<file path="src/rtl/imm_gen_pipe.sv">
// imm_gen_pipe: pipelined RV32I/RV64I immediate generator between fetch and execute.
//
// A 32-bit instruction is decoded into a sign/zero-extended immediate, its format code
// and an illegal-opcode flag. The result is registered together with the PC in a main
// output register, backed by one skid entry so that in_ready can be fully registered.
//
// Optional feature: define IMM_GEN_CSR_EN to decode the CSR immediate forms
// (CSRRWI/CSRRSI/CSRRCI) as format Z with a zero-extended rs1-field immediate.
//
// Ports:
//   clk, rst_n    clock (rising edge), asynchronous active-low reset
//   flush         synchronous flush, drops all buffered beats and the offered beat
//   in_valid      input beat valid
//   in_ready      stage can accept a beat (registered)
//   in_instr      instruction word
//   in_pc         instruction PC
//   out_valid     output beat valid
//   out_ready     downstream accepts the beat
//   out_imm       extended immediate
//   out_pc        PC of the output beat
//   out_fmt       0 NONE, 1 I, 2 S, 3 B, 4 U, 5 J, 6 Z
//   out_illegal   opcode not recognised
//   illegal_cnt   saturating count of illegal beats accepted
module imm_gen_pipe #(
  parameter int unsigned XLEN  = 32,
  parameter int unsigned PC_W  = 32,
  parameter int unsigned CNT_W = 16
) (
  input  logic             clk,
  input  logic             rst_n,
  input  logic             flush,
  input  logic             in_valid,
  output logic             in_ready,
  input  logic [31:0]      in_instr,
  input  logic [PC_W-1:0]  in_pc,
  output logic             out_valid,
  input  logic             out_ready,
  output logic [XLEN-1:0]  out_imm,
  output logic [PC_W-1:0]  out_pc,
  output logic [2:0]       out_fmt,
  output logic             out_illegal,
  output logic [CNT_W-1:0] illegal_cnt
);

  localparam logic [2:0] FmtNone = 3'd0;
  localparam logic [2:0] FmtI    = 3'd1;
  localparam logic [2:0] FmtS    = 3'd2;
  localparam logic [2:0] FmtB    = 3'd3;
  localparam logic [2:0] FmtU    = 3'd4;
  localparam logic [2:0] FmtJ    = 3'd5;
`ifdef IMM_GEN_CSR_EN
  localparam logic [2:0] FmtZ    = 3'd6;
`endif

  localparam logic [6:0] OpLui    = 7'b0110111;
  localparam logic [6:0] OpAuipc  = 7'b0010111;
  localparam logic [6:0] OpLoad   = 7'b0000011;
  localparam logic [6:0] OpImm    = 7'b0010011;
  localparam logic [6:0] OpJalr   = 7'b1100111;
  localparam logic [6:0] OpImm32  = 7'b0011011;
  localparam logic [6:0] OpStore  = 7'b0100011;
  localparam logic [6:0] OpBranch = 7'b1100011;
  localparam logic [6:0] OpJal    = 7'b1101111;
  localparam logic [6:0] OpOp     = 7'b0110011;
  localparam logic [6:0] OpFence  = 7'b0001111;
  localparam logic [6:0] OpSystem = 7'b1110011;
  localparam logic [6:0] OpOp32   = 7'b0111011;

  localparam logic Rv64 = (XLEN == 64);

  // ---------------------------------------------------------------------------
  // Decode
  // ---------------------------------------------------------------------------
  logic [31:0]     dec_imm32;
  logic [XLEN-1:0] dec_imm;
  logic [2:0]      dec_fmt;
  logic            dec_illegal;

  always_comb begin
    dec_imm32   = '0;
    dec_fmt     = FmtNone;
    dec_illegal = 1'b0;
    case (in_instr[6:0])
      OpLui, OpAuipc: begin
        dec_imm32 = {in_instr[31:12], 12'b0};
        dec_fmt   = FmtU;
      end
      OpLoad, OpImm, OpJalr: begin
        dec_imm32 = {{20{in_instr[31]}}, in_instr[31:20]};
        dec_fmt   = FmtI;
      end
      OpImm32: begin
        if (Rv64) begin
          dec_imm32 = {{20{in_instr[31]}}, in_instr[31:20]};
          dec_fmt   = FmtI;
        end else begin
          dec_illegal = 1'b1;
        end
      end
      OpStore: begin
        dec_imm32 = {{20{in_instr[31]}}, in_instr[31:25], in_instr[11:7]};
        dec_fmt   = FmtS;
      end
      OpBranch: begin
        dec_imm32 = {{20{in_instr[31]}}, in_instr[7], in_instr[30:25], in_instr[11:8], 1'b0};
        dec_fmt   = FmtB;
      end
      OpJal: begin
        dec_imm32 = {{12{in_instr[31]}}, in_instr[19:12], in_instr[20], in_instr[30:21], 1'b0};
        dec_fmt   = FmtJ;
      end
      OpOp, OpFence: ;
      OpSystem: begin
`ifdef IMM_GEN_CSR_EN
        // funct3 1xx with non-zero low bits are the immediate CSR forms.
        if (in_instr[14] && (in_instr[13:12] != 2'b00)) begin
          dec_imm32 = {27'b0, in_instr[19:15]};
          dec_fmt   = FmtZ;
        end
`endif
      end
      OpOp32: dec_illegal = !Rv64;
      default: dec_illegal = 1'b1;
    endcase
  end

  // Every format is built as a signed 32-bit value; Z has bit 31 clear so it zero-extends.
  assign dec_imm = XLEN'($signed(dec_imm32));

  // ---------------------------------------------------------------------------
  // Main register + skid entry
  // ---------------------------------------------------------------------------
  logic            main_valid, skid_valid;
  logic [XLEN-1:0] main_imm, skid_imm;
  logic [PC_W-1:0] main_pc, skid_pc;
  logic [2:0]      main_fmt, skid_fmt;
  logic            main_illegal, skid_illegal;
  logic [CNT_W-1:0] cnt;

  logic accept;
  logic out_fire;

  // in_ready depends only on a flop, so out_ready never reaches it combinationally.
  assign in_ready = ~skid_valid;
  assign accept   = in_valid & in_ready & ~flush;
  assign out_fire = main_valid & out_ready;

  always_ff @(posedge clk or negedge rst_n) begin
    if (!rst_n) begin
      main_valid   <= 1'b0;
      main_imm     <= '0;
      main_pc      <= '0;
      main_fmt     <= FmtNone;
      main_illegal <= 1'b0;
      skid_valid   <= 1'b0;
      skid_imm     <= '0;
      skid_pc      <= '0;
      skid_fmt     <= FmtNone;
      skid_illegal <= 1'b0;
    end else if (flush) begin
      main_valid <= 1'b0;
      skid_valid <= 1'b0;
    end else if (main_valid && !out_ready) begin
      // Output stalled: main holds, a new beat parks in the (empty) skid entry.
      if (accept) begin
        skid_valid   <= 1'b1;
        skid_imm     <= dec_imm;
        skid_pc      <= in_pc;
        skid_fmt     <= dec_fmt;
        skid_illegal <= dec_illegal;
      end
    end else if (skid_valid) begin
      // Output drained with skid full (no accept possible): skid moves up.
      main_valid   <= 1'b1;
      main_imm     <= skid_imm;
      main_pc      <= skid_pc;
      main_fmt     <= skid_fmt;
      main_illegal <= skid_illegal;
      skid_valid   <= 1'b0;
    end else begin
      // Main empty or draining, skid empty: load the new beat directly.
      main_valid <= accept;
      if (accept) begin
        main_imm     <= dec_imm;
        main_pc      <= in_pc;
        main_fmt     <= dec_fmt;
        main_illegal <= dec_illegal;
      end
    end
  end

  always_ff @(posedge clk or negedge rst_n) begin
    if (!rst_n) begin
      cnt <= '0;
    end else if (accept && dec_illegal && (cnt != {CNT_W{1'b1}})) begin
      cnt <= cnt + CNT_W'(1);
    end
  end

  assign out_valid   = main_valid;
  assign out_imm     = main_imm;
  assign out_pc      = main_pc;
  assign out_fmt     = main_fmt;
  assign out_illegal = main_illegal;
  assign illegal_cnt = cnt;

endmodule
</file>
<file path="config.mk">
export PLATFORM = sky130hd
export DESIGN_NAME = imm_gen_pipe
export DESIGN_NICKNAME = d
export VERILOG_FILES = /design/src/rtl/imm_gen_pipe.sv
export SDC_FILE = /design/constraint.sdc
export NUM_CORES = 1
export LEC_CHECK = 0
export CAP_MARGIN = 40
export CORE_UTILIZATION = 50
export CTS_CLUSTER_DIAMETER = 120
export DETAILED_ROUTE_END_ITERATION = 12
export HOLD_SLACK_MARGIN = 0.05
export PLACE_DENSITY = 0.8
export SLEW_MARGIN = 20
export SYNTH_ARGS = -nofsm -noshare
export SYNTH_HDL_FRONTEND = slang
export SYNTH_SLANG_ARGS = --single-unit
</file>
<file path="constraint.sdc">
create_clock -name clk -period 2.4 [get_ports clk]
set_input_delay 0.24 -clock clk [delete_from_list [all_inputs] [get_ports clk]]
set_output_delay 0.24 -clock clk [all_outputs]
set_load 0.01 [all_outputs]
</file>
Word-level counts from Yosys, hierarchy flattened
Cells that the tools add are included.

Bits in registers: 154. Latch bits: 0. Memory bits (writable): 0. ROM bits: 0. Input bits: 69. Memories: 0.

Add/sub/neg operators: 1. Multiply operators: 0. Div/mod/pow operators: 0. Magnitude comparators: 0. Eq/ne operators: 14. Shift-type cells: 0. Multiplexer cells: 17. Bitwise gates (word level): 5. Reductions and logical operators: 10.

Operators with widths (number): 32-bit one-hot mux with 5 select lines (1); 32-bit two-way mux (4); 7-bit == test (second input constant) (4); 7-bit by 6-bit == test with 1-bit output (second input constant) (3); 16-bit by 1-bit adder with 16-bit output (second input constant) (1); 16-bit != test (second input constant) (1); 3-bit one-hot mux with 5 select lines (1); 7-bit by 5-bit == test with 1-bit output (second input constant) (2); 11-bit OR reduction (1); 1-bit two-way mux (9); 7-bit by 2-bit == test with 1-bit output (second input constant) (1); 7-bit by 4-bit == test with 1-bit output (second input constant) (1); 3-bit two-way mux (2); 3-bit AND reduction (2); 1-bit logical AND (3); 3-bit != test (second input constant) (1); 1-bit inverter (3); 3-bit OR reduction (1); 1-bit bitwise AND (2); 2-bit != test (second input constant) (1); 2-bit nonzero test (1); 2-bit OR reduction (1); 1-bit logical NOT (1).

Logic depth before layout (Yosys ltp)
Gate-level depths: netlist (run 1).

Depth after elaboration: 6. Depth in mapped cells: 8. Gate-level depth less buffers: 7.

Worst setup path after synthesis (run 1)
No wires, ideal clock.

Path kind: reg-to-reg. Start: reg cnt[0], in the netlist illegal_cnt[0]. End: reg cnt[4], in the netlist illegal_cnt[4]. Setup time: 80 ps. Arrival time: 1847 ps. Required time: 2320 ps. Slack: 473 ps. Stages on the path, launching flop included: 8. Buffers on the path: 0. Cells stage by stage: dfrtp_1 > ha_1 > and4_1 > nand3_1 > or3_1 > and3_1 > nand4_1 > xnor2_1.

Longest elaborated chain between the ends: 2. Elaborated cells between the ends (all ways): 3. Classes of those cells: add/sub: 1; eq/ne: 1; reduce/logical: 1.

RTL lines: from (decl) (line 138) `logic [CNT_W-1:0] cnt;`; from (signal assigned) (line 196) `cnt <= cnt + CNT_W'(1);`; branches (longest 2 deep; another with 16-bit by 1-bit adder with 16-bit output).

Several ways; the timed one is not identified. A chain may end at the register's enable or synchronous reset.

Worst setup path in the final report (run 1)
Start: reg cnt[0], in the netlist illegal_cnt[0]. End: reg cnt[6], in the netlist illegal_cnt[6].

The elaborated chain is that of the path after synthesis.

==> run summary, run 1 <==
Outcome = completed
Post-synth EDFFs = 0
Netlist Area Pre-Place = 6770 sq um
Synth top area share = 56.9%
Fmax = 0.470 GHz
Final-report max-slew violation count = 0
Signed area change from the synthesized netlist to the final layout = 37.5%
Share of post-route cells with drive strength above 1 = 8.25%
Simple logic cell fraction of the synthesized area = 19.9%
Share of async-settable or async-resettable flops after synthesis = 100%
Post-Syn Area per Cell = 9.35 sq um
PD cells = 828 nW/um^2
Warnings, synthesis = 0
I/O Pins = 155
DIE WIDTH = 118 microns
Multiplexer share of the synthesized area = 5.36%
Worst clock skew = 7.75 ps
Setup TNS = 0 ps
Ordered cell list for the critical path = ha_1 -> and4_1 -> nand3_1 -> or3_1 -> and3_1 -> nand3_1 -> xnor2_1
Largest buffer count on any clock path = 2
Cell variety after synth = 43
Final core utilization = 70.3%
Final hold viol count = 0
Post-route ant nets = 0
Top cells by instance count after synthesis = sky130_fd_sc_hd__nand2_1, sky130_fd_sc_hd__dfrtp_1, sky130_fd_sc_hd__o21ai_0, sky130_fd_sc_hd__a21oi_1, sky130_fd_sc_hd__nor2_1
Placed wire-length estimate = 12.0 mm
Tmin final = 2130 ps
Clock-pin slew of the registers on the worst-case setup and hold paths = 60 ps
Data required time at the worst endpoint = 2740 ps
Tightest slew margin relative to the limit = 43.0%
Post-DR vias/cell = 5.43
TritonCTS Buffers = 17
Clock latency reported for the late side of the worst-skew pair = 420 ps
Leakage power = 4.11 nW
Post-Synth Adder-Cell Area = 0.185%
Maximum level of the CTS H-tree = 4
Crit path max-delay family = simple AND/OR/NAND/NOR gates
Peak ir drop on the vdd network = 539 uV
Maximum number of pins on one net before global-route repair = 68
Class of the worst hold path = input pin to asynchronous set/reset pin
GR Overflow Total = 0
Startpoint class of the critical path = register
Most used cell, CP = sky130_fd_sc_hd__nand3_1
Most common cell in the netlist = sky130_fd_sc_hd__nand2_1
Clock sink count = 154
Number of detailed-route iterations in the first pass = 6
DRC viols = 0
Via total after detailed routing = 5828
Leading area contributor after synthesis = sky130_fd_sc_hd__dfrtp_1
Max-Cap Viols = 0
Category of the worst setup path capture point = register
Cells taking the most area after synthesis = sky130_fd_sc_hd__dfrtp_1, sky130_fd_sc_hd__nand2_1, sky130_fd_sc_hd__o21ai_0
Port Buf Inserts = 154
Top FF cell, synth = sky130_fd_sc_hd__dfrtp_1
Delay contributed by the slowest stage of the critical path = 470 ps
Number of synthesized register bits = 154
Diode insertion count for antenna repair = 0
Synthesized-area fraction occupied by ao, oa, aoi and oai cells = 13.4%
Routed wire length = 17.8 mm
Syn nets = 794
Final setup vio count = 0
Dominant combinational cell family by area after synthesis = simple AND/OR/NAND/NOR gates
Clock root buffer = sky130_fd_sc_hd__clkbuf_16
Global-route wire length before repair = 29.6 mm
Combined global-route utilization of all metal layers = 26.9%
Die outline area = 14000 sq um
Placer's final routability congestion estimate = 0.931
CTS tree = built
Synthesized instance count = 724
Area share of xor/xnor cells in the synthesized design = 1.68%
DR iter-0 viols = 527
Unrepaired setup endpoints after global routing = false
Arrival time reported for the critical path endpoint = 2470 ps
Core box area = 13200 sq um
Routed wirelength normalized by instance count = 16.6 microns
Placement row count = 42
Crit Path Class = register to register
Nets@finish = 954
Transition time of the tightest slew-check pin = 855 ps
Buf/Inv on CP = 0
Worst Path Max Fanout = 6
Final Cycle Share = 88.7%
Number of antenna violations at the first check in global routing = 0
Die Y = 118 microns
Cell with the largest stage delay on the worst path = sky130_fd_sc_hd__or3_1
Number of global-route vias before repair = 6008
Starting Density = 51.1%
Sequential element share of the synthesized area = 56.9%
==> worst paths after layout <==
check                                from              to  slack, ps  cells past startpoint
max                        illegal_cnt[0]  illegal_cnt[6]        270                      7
min                                 rst_n     skid_pc[21]        380                      2
max reg2reg                illegal_cnt[0]  illegal_cnt[6]        270                      7
min reg2reg                   skid_pc[27]     skid_pc[27]        470                      2
max in group asynchronous           rst_n      out_pc[20]       1270                      3
min in group clk                in_pc[23]     skid_pc[23]        380                      3
==> cell type report <==
cell class,instances,area (sq um)
clock buffers,18,439
inverters,4,15.0
flip-flops and latches,154,3850
repair buffers,182,1780
clock inverters,14,244
well taps,176,220
multi-input cells,525,2760
fillers,1009,3930
==> cells by family after synthesis <==
group / Yosys count
buffers and inverters: 45
AO/OA/AOI/OAI: 162
AND/OR/NAND/NOR: 313
flip-flops: 154
adder cells (fa/ha/maj): 1
multiplexers: 36
XOR/XNOR: 13
==> what timing repair did <==
item / in CTS / in global routing
resized for setup: 0 / 0
setup buffers: 0 / 0
endpoints found under the hold margin: 64 / 0
hold buffers: 1 / 0
endpoints found under the setup margin: 0 / 0
==> metal layers <==
layer	track usage (%)	vias up	share of wire (%)
li1	-	2765	-
met1	34.4	2823	42
met2	44.3	214	50
met3	6.85	26	6.0
met4	9.78	0	2.2
met5	0	-	0
==> per-stage QoR <==
step	setup slack (ps)	hold WS (ps)	area [sq um]	instances	power (mW)
4_1_cts	275	366	9300	1072	7.77
5_1_grt	141	382	9310	1073	8.06
2_1_floorplan	473	-55.6	6770	724	3.87
3_5_place_dp	-114	276	8610	1039	4.68
6_report	271	380	9310	1073	7.70
3_3_place_gp	51.7	266	8610	1039	4.60
==> flip-flops by register name, indices dropped and copies added (netlist names) <==
register / count
skid_pc: 32
illegal_cnt: 16
out_imm: 32
out_pc: 32
out_fmt: 3
skid_illegal: 1
skid_imm: 32
skid_fmt: 3
out_illegal: 1
skid_valid: 1
out_valid: 1
==> cells in the final DEF (no fill, tap or decap), types with 3 or more instances in the layout <==
master / count
sky130_fd_sc_hd__a211o_1: 9
sky130_fd_sc_hd__a21o_1: 3
sky130_fd_sc_hd__a21oi_1: 57
sky130_fd_sc_hd__a22oi_1: 4
sky130_fd_sc_hd__and2_1: 5
sky130_fd_sc_hd__and3_1: 3
sky130_fd_sc_hd__buf_4: 24
sky130_fd_sc_hd__bufinv_16: 6
sky130_fd_sc_hd__clkbuf_16: 17
sky130_fd_sc_hd__clkdlybuf4s50_1: 153
sky130_fd_sc_hd__clkinv_4: 4
sky130_fd_sc_hd__dfrtp_1: 153
sky130_fd_sc_hd__inv_1: 3
sky130_fd_sc_hd__mux2i_1: 34
sky130_fd_sc_hd__nand2_1: 199
sky130_fd_sc_hd__nand2b_1: 4
sky130_fd_sc_hd__nand3_1: 9
sky130_fd_sc_hd__nor2_1: 50
sky130_fd_sc_hd__nor2b_1: 3
sky130_fd_sc_hd__nor3_1: 11
sky130_fd_sc_hd__o21a_1: 6
sky130_fd_sc_hd__o21ai_0: 76
sky130_fd_sc_hd__or3_1: 13
sky130_fd_sc_hd__xnor2_1: 7
sky130_fd_sc_hd__xor2_1: 6
==> power by group <==
part           internal [mW]  switching (mW)
combinational          0.724           0.630
sequential              3.02           0.274
clock                   1.98            1.07
Power figures use the tool's default switching activity.
==> run 2: changes to the inputs <==
MAX_ROUTING_LAYER = met4   (was not set)
SETUP_SLACK_MARGIN = 0.4   (was not set)
==> run 2 against run 1 <==
Clock power is 14% lower. Via count is 0.96% higher. Routed wire length is 0.57% lower. Maximum frequency is 7.5% higher. Clock-buffer cell count is 2 higher. Power is 5.1% lower. Flip-flop and latch count stayed put. Sequential power hardly changed. Register-to-register slack better by 150 ps. Cell area is 0.35% lower. Critical path depth stayed put. Combinational power is 4% higher. Largest power group unchanged.
==> run summary, run 2 (synthesized netlist as in run 1, its figures left out) <==
PD cells = 788 nW/um^2
Startpoint class of the critical path = register
Placement Cell Area = 8620 sq um
DR iter-0 viols = 652
Clk network pwr share = 35.9%
Via total after detailed routing = 5884
Number of detailed-route iterations in the first pass = 7
CTS tree = built
Tmin final = 1980 ps
Tightest slew margin relative to the limit = 56.9%
Fmax = 0.505 GHz
Placer's final routability congestion estimate = 0.905
Design area = 9280 sq um
Unrepaired setup endpoints after global routing = true
Portion of total power attributed to combinational logic = 19.1%
Crit Path Class = register to register
Die outline area = 14000 sq um
DIE WIDTH = 118 microns
TritonCTS Buffers = 17
Post-layout worst setup margin = 419 ps
Commonest non-fill, non-tap cell in the layout = sky130_fd_sc_hd__nand2_1
Port Buf Inserts = 154
Clock root buffer = sky130_fd_sc_hd__clkbuf_16
Outcome = completed
Max-Cap Viols = 0
Clock-pin slew of the registers on the worst-case setup and hold paths = 60 ps
Placement-stage worst setup slack = -90.7 ps
DRC viols = 0
Worst clock skew = 9.31 ps
Post-DR vias/cell = 5.48
Global-route wire length before repair = 29.3 mm
Net Switching = 1.96 mW
Share of post-route cells with drive strength above 1 = 9.13%
Arrival time reported for the critical path endpoint = 2320 ps
Placement row count = 42
Largest buffer count on any clock path = 2
Class of the worst hold path = input pin to register
Data required time at the worst endpoint = 2740 ps
Final setup vio count = 0
Multi-input gate area in the final layout = 2800 sq um
Post-route ant nets = 0
Final-report max-slew violation count = 0
Final hold viol count = 0
GR Overflow Total = 0
Die Y = 118 microns
Starting Density = 51.1%
Placed wire-length estimate = 11.9 mm
Worst Path Max Fanout = 6
Routed wire length = 17.7 mm
FILL cells = 972
Flip-flop and latch area = 3850 sq um
I/O Pins = 155
Clock sink count = 154
Total internal power = 5.35 mW
Fraction of power spent switching nets = 26.8%
Final Cycle Share = 82.5%
Nets@finish = 955
Combined global-route utilization of all metal layers = 27.3%
Maximum number of pins on one net before global-route repair = 69
Category of the worst setup path capture point = register
Most used cells in the layout excluding fill and tap cells = sky130_fd_sc_hd__nand2_1, sky130_fd_sc_hd__dfrtp_1, sky130_fd_sc_hd__clkdlybuf4s50_1
Core box area = 13200 sq um
Diode insertion count for antenna repair = 0
Peak ir drop on the vdd network = 469 uV
Total power = 7.31 mW
Number of global-route vias before repair = 6007
Maximum level of the CTS H-tree = 4
Number of antenna violations at the first check in global routing = 0
Signed area change from the synthesized netlist to the final layout = 37.1%
Share of power burned in registers = 45.0%
Leakage power = 4.10 nW
Transition time of the tightest slew-check pin = 646 ps
Clock latency reported for the late side of the worst-skew pair = 420 ps
Routed wirelength normalized by instance count = 16.5 microns
-- run 2: path summary, 6_finish.rpt --
| path | slack [ps] | depth (start not counted) | from | to |
|---|---|---|---|---|
| worst max-delay path | 420 | 7 | illegal_cnt[0] | illegal_cnt[4] |
| worst min-delay path | 370 | 3 | in_pc[24] | skid_pc[24] |
| worst max register to register | 420 | 7 | illegal_cnt[0] | illegal_cnt[4] |
| worst min register to register | 480 | 2 | skid_pc[28] | skid_pc[28] |
| max in group asynchronous | 1330 | 3 | rst_n | illegal_cnt[7] |
| min in group asynchronous | 380 | 2 | rst_n | skid_pc[22] |
-- run 2: power groups by stage --
stage | Sequential, mW | Combinational (mW) | Clock (mW)
2_1_floorplan | 3.37 | 0.494 | 0
6_report | 3.29 | 1.40 | 2.62
3_5_place_dp | 3.33 | 1.35 | 0
4_1_cts | 3.28 | 1.38 | 2.66
3_3_place_gp | 3.30 | 1.30 | 0
5_1_grt | 3.34 | 1.54 | 2.78
-- run 2: repair_timing --
item / in CTS / in global routing
resized for setup: 4 / 11
endpoints found under the setup margin: 32 / 56
pin swaps: 0 / 1
hold buffers: 1 / 0
endpoints found under the hold margin: 66 / 0
buffers inserted: 1 / 1
-- run 2: final cells by class --
class | instances | area share (%)
Sequential cell | 154 | 41.6
Multi-Input combinational cell | 525 | 30.1
Timing Repair Buffer | 183 | 19.5
Clock buffer | 20 | 4.92
Tap cell | 176 | 2.37
Clock inverter | 12 | 1.34
Inverter | 4 | 0.162
-- run 2: per-layer routing --
layer / GRT usage, % / part of all wire (%) / wire, microns / vias to the layer above
li1: - / - / - / 2763
met1: 34.6 / 43 / 7570 / 2880
met2: 43.5 / 50 / 8760 / 217
met3: 5.50 / 5.8 / 1030 / 24
met4: 10.5 / 1.9 / 328 / 0
met5: - / 0 / 0 / -
-- run 2: critical path, cell delays in order, from the launching register on --
cell and delay [ps]:
sky130_fd_sc_hd__dfrtp_1 380, sky130_fd_sc_hd__ha_2 210, sky130_fd_sc_hd__and4_4 250, sky130_fd_sc_hd__nand3_4 110, sky130_fd_sc_hd__or3_4 410, sky130_fd_sc_hd__and3_2 260
sky130_fd_sc_hd__nand4_1 120, sky130_fd_sc_hd__xnor2_1 140
-- run 2: stage by stage --
step / cells / hold slack, ps / setup TNS [ps] / util (%)
finish: 1074 / 372 / 0 / 70.0
global route: 1074 / 378 / 0 / 70.0
CTS: 1073 / 359 / 0 / 69.7
global placement: 1039 / 283 / 0 / 65.1
detailed placement: 1039 / 282 / -973 / 65.1
floorplan: 724 / -55.6 / 0 / -
==> run 3: changes to the inputs <==
CORE_UTILIZATION = 45   (was 50)
PLACE_DENSITY = 0.76   (was 0.8)
clock period = 1.7 ns   (was 2.4 ns; I/O delays follow)
==> run 3 against run 2 <==
The run now ends with negative setup slack left. Clock power is 45% higher. First-iteration DRC count rose by 28%. Global-route usage up 6.6 points. Die area grew 11%. Worst setup slack worse by 640 ps. Register-to-register slack worse by 570 ps. Combinational power is 140% higher. Critical path depth up 3. Clock skew grew 3.7 ps. Largest power group unchanged.
==> run summary, run 3 (synthesized netlist as in run 1, its figures left out) <==
Outcome = complete, but fails checks
Violated checks = negative setup slack
Starting Density = 46.4%
FILL cells = 538
Flip-flop and latch area = 3860 sq um
Smallest hold slack = 242 ps
Placement-stage worst setup slack = -523 ps
Share of power burned in registers = 40.8%
Commonest non-fill, non-tap cell in the layout = sky130_fd_sc_hd__dfrtp_1
Global-route wire length before repair = 39.5 mm
Routed wire length = 34.4 mm
Placer's final routability congestion estimate = 0.914
Worst Path Max Fanout = 6
Final-report max-slew violation count = 0
Signed area change from the synthesized netlist to the final layout = 93.5%
Share of post-route cells with drive strength above 1 = 51.2%
Post-layout worst setup margin = -221 ps
Placement row count = 44
Largest buffer count on any clock path = 2
Peak ir drop on the vdd network = 892 uV
Post-route ant nets = 0
Nets@finish = 1113
Placement Cell Area = 9280 sq um
Final setup vio count = 85
Maximum level of the CTS H-tree = 4
Worst clock skew = 13.0 ps
Class of the worst hold path = input pin to asynchronous set/reset pin
Max-Cap Viols = 0
Core box area = 14600 sq um
Beginning of the worst register-to-register path = skid_valid
DRC viols = 0
Routed wirelength normalized by instance count = 27.7 microns
Crit Path Class = input pin to register
Tmin final = 1920 ps
Fraction of power spent switching nets = 32.5%
Via total after detailed routing = 7935
I/O Pins = 155
Portion of total power attributed to combinational logic = 27.4%
Transition time of the tightest slew-check pin = 488 ps
TritonCTS Buffers = 17
Arrival time reported for the critical path endpoint = 2280 ps
Most used cells in the layout excluding fill and tap cells = sky130_fd_sc_hd__dfrtp_1, sky130_fd_sc_hd__nand2_1, sky130_fd_sc_hd__buf_4
Startpoint class of the critical path = input pin
Data required time at the worst endpoint = 2060 ps
Final hold viol count = 0
Die Y = 125 microns
Unrepaired setup endpoints after global routing = true
Maximum number of pins on one net before global-route repair = 48
Total power = 12.0 mW
Leakage power = 5.99 nW
Number of antenna violations at the first check in global routing = 0
Post-DR vias/cell = 6.40
Fmax = 0.521 GHz
Design area = 13100 sq um
Final Cycle Share = 113%
CTS tree = built
Setup TNS = -5150 ps
Clock sink count = 154
Combined global-route utilization of all metal layers = 34.0%
Category of the worst setup path capture point = register
Number of detailed-route iterations in the first pass = 5
Total internal power = 8.09 mW
GR Overflow Total = 0
Port Buf Inserts = 154
Number of global-route vias before repair = 7219
Die outline area = 15500 sq um
Clock root buffer = sky130_fd_sc_hd__clkbuf_16
Placed wire-length estimate = 12.4 mm
Net Switching = 3.89 mW
Clock-pin slew of the registers on the worst-case setup and hold paths = 70 ps
Launch point of the critical path = in_instr[6]
Diode insertion count for antenna repair = 0
Tightest slew margin relative to the limit = 67.2%
PD cells = 915 nW/um^2
DR iter-0 viols = 833
DIE WIDTH = 125 microns
Multi-input gate area in the final layout = 4490 sq um
Clock latency reported for the late side of the worst-skew pair = 440 ps
Clk network pwr share = 31.8%
[run 3: per-layer routing]
layer / up-vias / share of wire, % / global-route usage (%) / wire (microns)
met4: 0 / 7.3 / 14.6 / 2490
met5: - / 0 / - / 0
met1: 3939 / 35 / 42.6 / 12100
li1: 3127 / - / - / -
met3: 216 / 9.3 / 6.87 / 3190
met2: 653 / 48 / 53.6 / 16600
[run 3: area by class of cell]
class | instances | share of cell area (%)
Clock inverter | 12 | 0.965
Tap cell | 184 | 1.76
Multi-Input combinational cell | 529 | 34.3
Clock buffer | 19 | 3.31
Sequential cell | 154 | 29.5
Inverter | 4 | 0.172
Timing Repair Buffer | 337 | 30.0
[run 3: worst paths after layout]
kind,endpoint,slack [ps],cells past startpoint
max,out_fmt[2],-220,10
min,out_imm[3],240,2
max reg2reg,illegal_cnt[8],-150,6
min reg2reg,out_pc[0],500,2
max in group asynchronous,skid_valid,820,3
min in group clk,skid_imm[12],330,3
[run 3: critical path, cell delays in order]
cell                              delay (ps)
sky130_fd_sc_hd__clkdlybuf4s15_1         330
sky130_fd_sc_hd__buf_4                   230
sky130_fd_sc_hd__nand2_1                 110
sky130_fd_sc_hd__nor3_1                  440
sky130_fd_sc_hd__buf_4                   220
sky130_fd_sc_hd__a21oi_1                 110
sky130_fd_sc_hd__buf_4                   180
sky130_fd_sc_hd__nor2_4                  250
sky130_fd_sc_hd__a21oi_4                  80
sky130_fd_sc_hd__o21ai_4                 160
[run 3: power by group through the flow]
stage	registers [mW]	logic, mW	clock network (mW)
after floorplan	4.78	0.826	0
after global placement	4.64	2.14	0
after detailed placement	4.66	2.18	0
after CTS	4.63	2.50	3.67
after global routing	4.92	3.44	3.96
final	4.89	3.29	3.81
[run 3: through the flow]
step	instances	util (%)
final	1239	89.8
after global routing	1239	89.8
after CTS	1207	78.8
after detailed placement	1097	63.6
after global placement	1096	63.6
after floorplan	724	-
[run 3: timing repair]
action,CTS,global route
gates resized for setup,340,339
endpoints found under the hold margin,41,0
hold buffers,1,0
pin swaps,97,80
endpoints found under the setup margin,238,186
gates cloned,31,6
buffers inserted,47,26
